<file path="config.mk">
export PLATFORM = sky130hd
export DESIGN_NAME = frame_bank_ctrl
export DESIGN_NICKNAME = d
export VERILOG_FILES = /design/src/rtl/frame_bank_pkg.sv /design/src/rtl/fps_meter.sv /design/src/rtl/frame_bank_ctrl.sv
export SDC_FILE = /design/constraint.sdc
export NUM_CORES = 1
export LEC_CHECK = 0
export CORE_MARGIN = 10
export CORE_UTILIZATION = 41
export CTS_CLUSTER_DIAMETER = 40
export CTS_CLUSTER_SIZE = 30
export DETAILED_ROUTE_END_ITERATION = 16
export GPL_TIMING_DRIVEN = 0
export PLACE_DENSITY_LB_ADDON = 0.08
export SETUP_SLACK_MARGIN = 0.02
export SYNTH_ARGS = -nofsm -noshare
export SYNTH_HDL_FRONTEND = slang
export SYNTH_SLANG_ARGS = --single-unit
</file>
<file path="constraint.sdc">
create_clock -name iCLK -period 1.9 [get_ports iCLK]
set_clock_uncertainty 0.1 [all_clocks]
set_input_delay 0.285 -clock iCLK [delete_from_list [all_inputs] [get_ports iCLK]]
set_output_delay 0.285 -clock iCLK [all_outputs]
set_load 0.02 [all_outputs]
</file>
<file path="src/rtl/frame_bank_pkg.sv">
// Shared types and defaults for the triple-buffer frame bank scheduler.
package frame_bank_pkg;

    // Index of one of the three SDRAM frame banks
    typedef logic [1:0] bank_t;

    // Capture gating: wait for sensor init, discard warm-up frames, then run
    typedef enum logic [1:0] {
        StIdle = 2'd0,
        StSkip = 2'd1,
        StRun  = 2'd2
    } state_e;

    localparam int unsigned DefAddrW    = 24;
    localparam int unsigned DefBankSize = 32'h0004_B000;  // 640x480 RGB565 words

endpackage

</file>
<file path="src/rtl/fps_meter.sv">
// Completed-frame rate meter: counts frame_done_i pulses per CLK_HZ-cycle window
// and latches the saturated count at each window end. Built only with FRAME_STATS_EN.
module fps_meter #(
    parameter int unsigned CLK_HZ = 100_000_000
) (
    input  logic       clk_i,
    input  logic       rst_i,
    input  logic       restart_i,
    input  logic       frame_done_i,
    output logic [7:0] fps_o
);

    localparam int unsigned WinW = (CLK_HZ > 1) ? $clog2(CLK_HZ) : 1;
    localparam logic [WinW-1:0] WinLast = WinW'(CLK_HZ - 1);

    logic [WinW-1:0] win_q, win_d;
    logic [7:0]      cnt_q, cnt_d;
    logic [7:0]      fps_q, fps_d;
    logic [7:0]      cnt_inc;

    // Window and frame counters; the frame count saturates at 255
    always_comb begin
        win_d   = win_q;
        cnt_d   = cnt_q;
        fps_d   = fps_q;
        cnt_inc = (frame_done_i && (cnt_q != 8'hFF)) ? cnt_q + 8'd1 : cnt_q;
        if (restart_i) begin
            win_d = '0;
            cnt_d = '0;
        end else if (win_q == WinLast) begin
            fps_d = cnt_inc;
            win_d = '0;
            cnt_d = '0;
        end else begin
            win_d = win_q + 1'b1;
            cnt_d = cnt_inc;
        end
    end

    // State registers with synchronous reset
    always_ff @(posedge clk_i) begin
        if (rst_i) begin
            win_q <= '0;
            cnt_q <= '0;
            fps_q <= '0;
        end else begin
            win_q <= win_d;
            cnt_q <= cnt_d;
            fps_q <= fps_d;
        end
    end

    assign fps_o = fps_q;

endmodule

</file>
<file path="src/rtl/frame_bank_ctrl.sv">
// Triple-buffer bank scheduler between capture (SDRAM writer) and LCD (SDRAM reader).
// Optional build macro FRAME_STATS_EN adds the oFPS frame-rate meter; otherwise oFPS is 0.
module frame_bank_ctrl
    import frame_bank_pkg::*;
#(
    parameter int unsigned       ADDR_W      = DefAddrW,
    parameter logic [ADDR_W-1:0] BANK_SIZE   = ADDR_W'(DefBankSize),
    parameter int unsigned       SKIP_FRAMES = 12,
    parameter int unsigned       CLK_HZ      = 100_000_000
) (
    input  logic              iCLK,
    input  logic              iRST,
    input  logic              iInit_Done,
    input  logic              iWR_FRAME_START,
    input  logic              iWR_FRAME_END,
    input  logic              iRD_FRAME_START,
    output logic              oWR_EN,
    output logic [ADDR_W-1:0] oWR_BASE,
    output logic [ADDR_W-1:0] oRD_BASE,
    output logic              oRD_VALID,
    output logic              oFRAME_DROP,
    output logic [7:0]        oFPS
);

    localparam int unsigned SkipW = (SKIP_FRAMES > 1) ? $clog2(SKIP_FRAMES) : 1;
    localparam logic [SkipW-1:0] SkipLast = SkipW'(SKIP_FRAMES - 1);

    function automatic logic [ADDR_W-1:0] base_of(bank_t b);
        case (b)
            2'd0:    return '0;
            2'd1:    return BANK_SIZE;
            default: return BANK_SIZE << 1;
        endcase
    endfunction

    state_e            state_q, state_d;
    logic [SkipW-1:0]  skip_q, skip_d;
    bank_t             wr_q, wr_d, rdy_q, rdy_d, rd_q, rd_d;
    logic              in_frame_q, in_frame_d;
    logic              fresh_q, fresh_d;
    logic              rd_valid_q, rd_valid_d;
    logic              drop_q, drop_d;
    logic [ADDR_W-1:0] wr_base_q, rd_base_q;
    logic              end_v;

    // Next-state: gating FSM, bank rotation and drop detection
    always_comb begin
        state_d    = state_q;
        skip_d     = skip_q;
        wr_d       = wr_q;
        rdy_d      = rdy_q;
        rd_d       = rd_q;
        in_frame_d = in_frame_q;
        fresh_d    = fresh_q;
        rd_valid_d = rd_valid_q;
        drop_d     = 1'b0;
        end_v      = iWR_FRAME_END && in_frame_q;

        if (!iInit_Done) begin
            // Sensor lost config: stop capture but keep bank ownership intact
            state_d    = StIdle;
            skip_d     = '0;
            in_frame_d = 1'b0;
            fresh_d    = 1'b0;
            rd_valid_d = 1'b0;
        end else begin
            case (state_q)
                StIdle: begin
                    skip_d  = '0;
                    state_d = (SKIP_FRAMES == 0) ? StRun : StSkip;
                end
                StSkip: begin
                    if (iWR_FRAME_END) begin
                        if (skip_q == SkipLast) state_d = StRun;
                        else                    skip_d  = skip_q + 1'b1;
                    end
                end
                StRun: begin
                    if (iWR_FRAME_START) begin
                        in_frame_d = 1'b1;
                        // Start without an end: the partial frame restarts in place
                        if (in_frame_q && !end_v) drop_d = 1'b1;
                    end else if (end_v) begin
                        in_frame_d = 1'b0;
                    end
                    if (end_v && iRD_FRAME_START) begin
                        // Finished frame goes straight to the reader; rdy is stale
                        rd_d       = wr_q;
                        wr_d       = rd_q;
                        drop_d     = drop_d | fresh_q;
                        fresh_d    = 1'b0;
                        rd_valid_d = 1'b1;
                    end else if (end_v) begin
                        wr_d    = rdy_q;
                        rdy_d   = wr_q;
                        drop_d  = drop_d | fresh_q;
                        fresh_d = 1'b1;
                    end else if (iRD_FRAME_START && fresh_q) begin
                        rd_d       = rdy_q;
                        rdy_d      = rd_q;
                        fresh_d    = 1'b0;
                        rd_valid_d = 1'b1;
                    end
                end
                default: state_d = StIdle;
            endcase
        end
    end

    // State registers; bases come from next-state banks so they track the swap edge
    always_ff @(posedge iCLK) begin
        if (iRST) begin
            state_q    <= StIdle;
            skip_q     <= '0;
            wr_q       <= 2'd0;
            rdy_q      <= 2'd1;
            rd_q       <= 2'd2;
            in_frame_q <= 1'b0;
            fresh_q    <= 1'b0;
            rd_valid_q <= 1'b0;
            drop_q     <= 1'b0;
            wr_base_q  <= base_of(2'd0);
            rd_base_q  <= base_of(2'd2);
        end else begin
            state_q    <= state_d;
            skip_q     <= skip_d;
            wr_q       <= wr_d;
            rdy_q      <= rdy_d;
            rd_q       <= rd_d;
            in_frame_q <= in_frame_d;
            fresh_q    <= fresh_d;
            rd_valid_q <= rd_valid_d;
            drop_q     <= drop_d;
            wr_base_q  <= base_of(wr_d);
            rd_base_q  <= base_of(rd_d);
        end
    end

    assign oWR_EN      = in_frame_q;
    assign oWR_BASE    = wr_base_q;
    assign oRD_BASE    = rd_base_q;
    assign oRD_VALID   = rd_valid_q;
    assign oFRAME_DROP = drop_q;

`ifdef FRAME_STATS_EN
    logic frame_done;
    logic run_enter;

    assign frame_done = (state_q == StRun) && iInit_Done && end_v;
    assign run_enter  = (state_q != StRun) && (state_d == StRun);

    fps_meter #(
        .CLK_HZ(CLK_HZ)
    ) u_fps_meter (
        .clk_i       (iCLK),
        .rst_i       (iRST),
        .restart_i   (run_enter),
        .frame_done_i(frame_done),
        .fps_o       (oFPS)
    );
`else
    // No meter built; CLK_HZ only matters when the window counter exists
    assign oFPS = 8'(CLK_HZ & 0);
`endif

endmodule
</file>
==> metrics.txt, run 1 <==
PwrDens=456 nW/µm²; setup TNS=0 ns; worst setup path class=flop to primary output; Post-synth EDFFs=0; initial antenna violation count=0; post-layout min period=1.81 ns; final setup fails=0; num rows=21; VDD IR max=0.214 mV; vias in the first global route=1030; max-cap viol count=0; clock share of power=25.7%; largest net degree at the start of global routing=13; Post-DP HPWL=roughly 2600 µm; async set-reset flop share out of synthesis=0%; final hold violation count=0; P_sw=roughly 0.25 mW; Area growth syn-to-layout=31.0%; vias=1068; Netlist cell types=44; ANT nets after route=0; Reg clk slew, reported paths=about 0.12 ns; CTS H-tree depth=1; Internal=roughly 0.59 mW; Warnings, synthesis=0; Synth Cell Area=1410 µm²; # IOs=65; area of the core=between 3000 and 4000 µm²; utilization after layout=55.2%; TritonRoute pass-1 iters=4; fin nets=228; DRT iter0 DRCs=123; final WL=3070 µm; period utilization=95.1%; drt wl/cell=11.5 µm; IO Port Bufs=19; Max Fclk=0.554 GHz; Residual DRC=0; Die Height=just under 80 µm; CTS Buf Count=3; all-layer global routing usage=9.37%; DR vias/cell=4.02; sequential share of power=roughly 53%; hold_buf cts=0; Setup Fix Bufs, Post-CTS=0; Final Wtd Congestion=0.768; Die Width=slightly below 80 µm; Req. time, crit path=1.51 ns; Area contributors post-synth=dfxtp_1 30%, buf_4 27%, mux2i_1 3.6%, nor2_1 2.4%, buf_6 2.4%; Leak=0.903 nW; Inserted Diodes=0; Syn Inst Count=between 150 and 200; cell taking the most area after synthesis=dfxtp_1; RSZ-0062 raised after global routing=no; min-delay src=iWR_FRAME_END; status=complete, no violations; Initial Util=42.1%; Startpoint Class=flop; critical path arrival=1.42 ns; layout cells sized above 1=about 34%; Setup crit start=wr_q[1]; Root Buffer=clkbuf_4; switch share=29.4%; Synth Register Bits=21; Synth top area share=29.9%; CTS Sinks=21; CTS tree=built; placed instance area=1810 µm²; crit path max fanout=6; Die Area=between 6000 and 7000 µm²; ys flop type=dfxtp_1; crit path capture type=primary output; HP Class=input port to flop; Combinational Power Share=21.5%; CTS max path bufs=2; final instance area=1840 µm²; max-slew violations=0; Syn Area/Cell=approximately 9 µm²; first-pass GRT wire length=about 4800 µm; latest clock arrival within the worst-skew pair=between 0.3 and 0.4 ns; grt total ovfl=0; post-synthesis sequential area ratio=29.9%; Reg2Reg Launch Point=oWR_EN
-- power by group through the flow --
stage | combinational, mW | sequential [mW] | clock, mW
after floorplan | 0.161 | 0.453 | 0
after global placement | 0.172 | 0.453 | 0
after detailed placement | 0.173 | 0.453 | 0
after CTS | 0.173 | 0.443 | 0.222
after global routing | 0.194 | 0.444 | 0.249
final | 0.180 | 0.443 | 0.215
-- per-layer routing --
| metal | global-route usage (%) | part of all wire (%) |
|---|---|---|
| met1 | 10.2 | 41 |
| met2 | 15.4 | 50 |
| met3 | 3.53 | 7.5 |
| met4 | 5.38 | 1.4 |
| met5 | 0 | 0 |
-- cells in the final DEF, fill, tap and decap left out, types with 2 or more instances in the layout --
| cell type | synthesis | routed |
|---|---|---|
| a21oi_1 | 3 | 3 |
| and2b_1 | 2 | 2 |
| buf_4 | 51 | 51 |
| buf_6 | 3 | 3 |
| clkbuf_4 | 0 | 3 |
| clkdlybuf4s50_1 | 0 | 17 |
| conb_1 | 1 | 42 |
| dfxtp_1 | 21 | 20 |
| dlymetal6s2s_1 | 0 | 2 |
| inv_1 | 3 | 3 |
| mux2_2 | 2 | 2 |
| mux2i_1 | 5 | 5 |
| nand2_1 | 8 | 8 |
| nand2_2 | 2 | 2 |
| nand2b_1 | 2 | 2 |
| nand3_1 | 5 | 5 |
| nand3b_1 | 3 | 3 |
| nand4_1 | 2 | 2 |
| nor2_1 | 9 | 9 |
| nor3_1 | 2 | 2 |
| o21ai_0 | 4 | 4 |
| xor2_1 | 3 | 3 |
-- logic make-up after synthesis --
family / after synthesis / share of synthesized area, %
other cells: 1 / 0.267
buf+inv: 59 / 31.1
compound gates: 21 / 13.3
mux: 7 / 5.16
fa+ha+maj: 1 / 0.890
simple gates: 43 / 17.5
xor+xnor: 3 / 1.87
flops: 21 / 29.9
-- worst max-delay path, stage by stage (launching register included) --
cell and delay [ns]:
dfxtp_2 0.40, buf_4 0.12, clkdlybuf4s50_1 0.59
-- final cells by class --
type                            instances  area, µm²
Buffer                                 56        425
Clock buffer                            3       22.5
Clock inverter                          1       5.00
Fill cell                             309       1500
Inverter                                3       11.3
Multi-Input combinational cell        117        702
Sequential cell                        21        422
Tap cell                               46       57.6
Timing Repair Buffer                   19        195
-- final timing paths --
kind	end	slack [ns]	cells past startpoint
setup / recovery	oWR_BASE[19]	0.09	2
hold / removal	oFRAME_DROP	0.19	3
setup reg to reg	oWR_BASE[18]	0.38	5
hold reg to reg	oRD_VALID	0.35	2
-- state kept, by name, summed over array words and instances, names as in the netlist --
signal	count
rd_q	2
oRD_BASE	3
skip_q	4
oWR_EN	1
oWR_BASE	2
oFRAME_DROP	1
oRD_VALID	1
fresh_q	1
rdy_q	2
state_q	2
wr_q	2
-- cell usage after synthesis, types with 2 or more instances --
| cell | n |
|---|---|
| nor3_1 | 2 |
| buf_6 | 3 |
| nand2_1 | 8 |
| a21oi_1 | 3 |
| nor2_1 | 9 |
| inv_1 | 3 |
| xor2_1 | 3 |
| nand3_1 | 5 |
| dfxtp_1 | 21 |
| mux2_2 | 2 |
| nand4_1 | 2 |
| buf_4 | 51 |
| and2b_1 | 2 |
| nand2_2 | 2 |
| mux2i_1 | 5 |
| nand2b_1 | 2 |
| nand3b_1 | 3 |
| o21ai_0 | 4 |
-- stage by stage --
stage               setup WS (ns)  instances  power, mW  hold slack [ns]
floorplan                   0.364        197      0.614            0.344
global placement            0.173        262      0.626            0.333
detailed placement          0.117        262      0.626            0.345
CTS                        0.0650        266      0.839            0.185
global route               0.0232        266      0.886            0.204
finish                     0.0940        266      0.839            0.192
-- what timing repair did --
| action | 4_1_cts | 5_1_grt |
|---|---|---|
| endpoints found under the setup margin | 3 | 2 |
| pin swaps | 0 | 0 |
| resized for setup | 1 | 2 |
Note: power is estimated with default switching activity, not from simulation.
==> run 2: changes to the inputs <==
Settings changed: SLEW_MARGIN set to 20.
==> results of run 2 <==
No change in the layout: final DEF, timing and power equal those of run 1.
==> run 3: changes to the inputs <==
Settings changed: HOLD_SLACK_MARGIN set to 0.15.
==> results of run 3 <==
No change in the layout: final DEF, timing and power equal those of run 1.
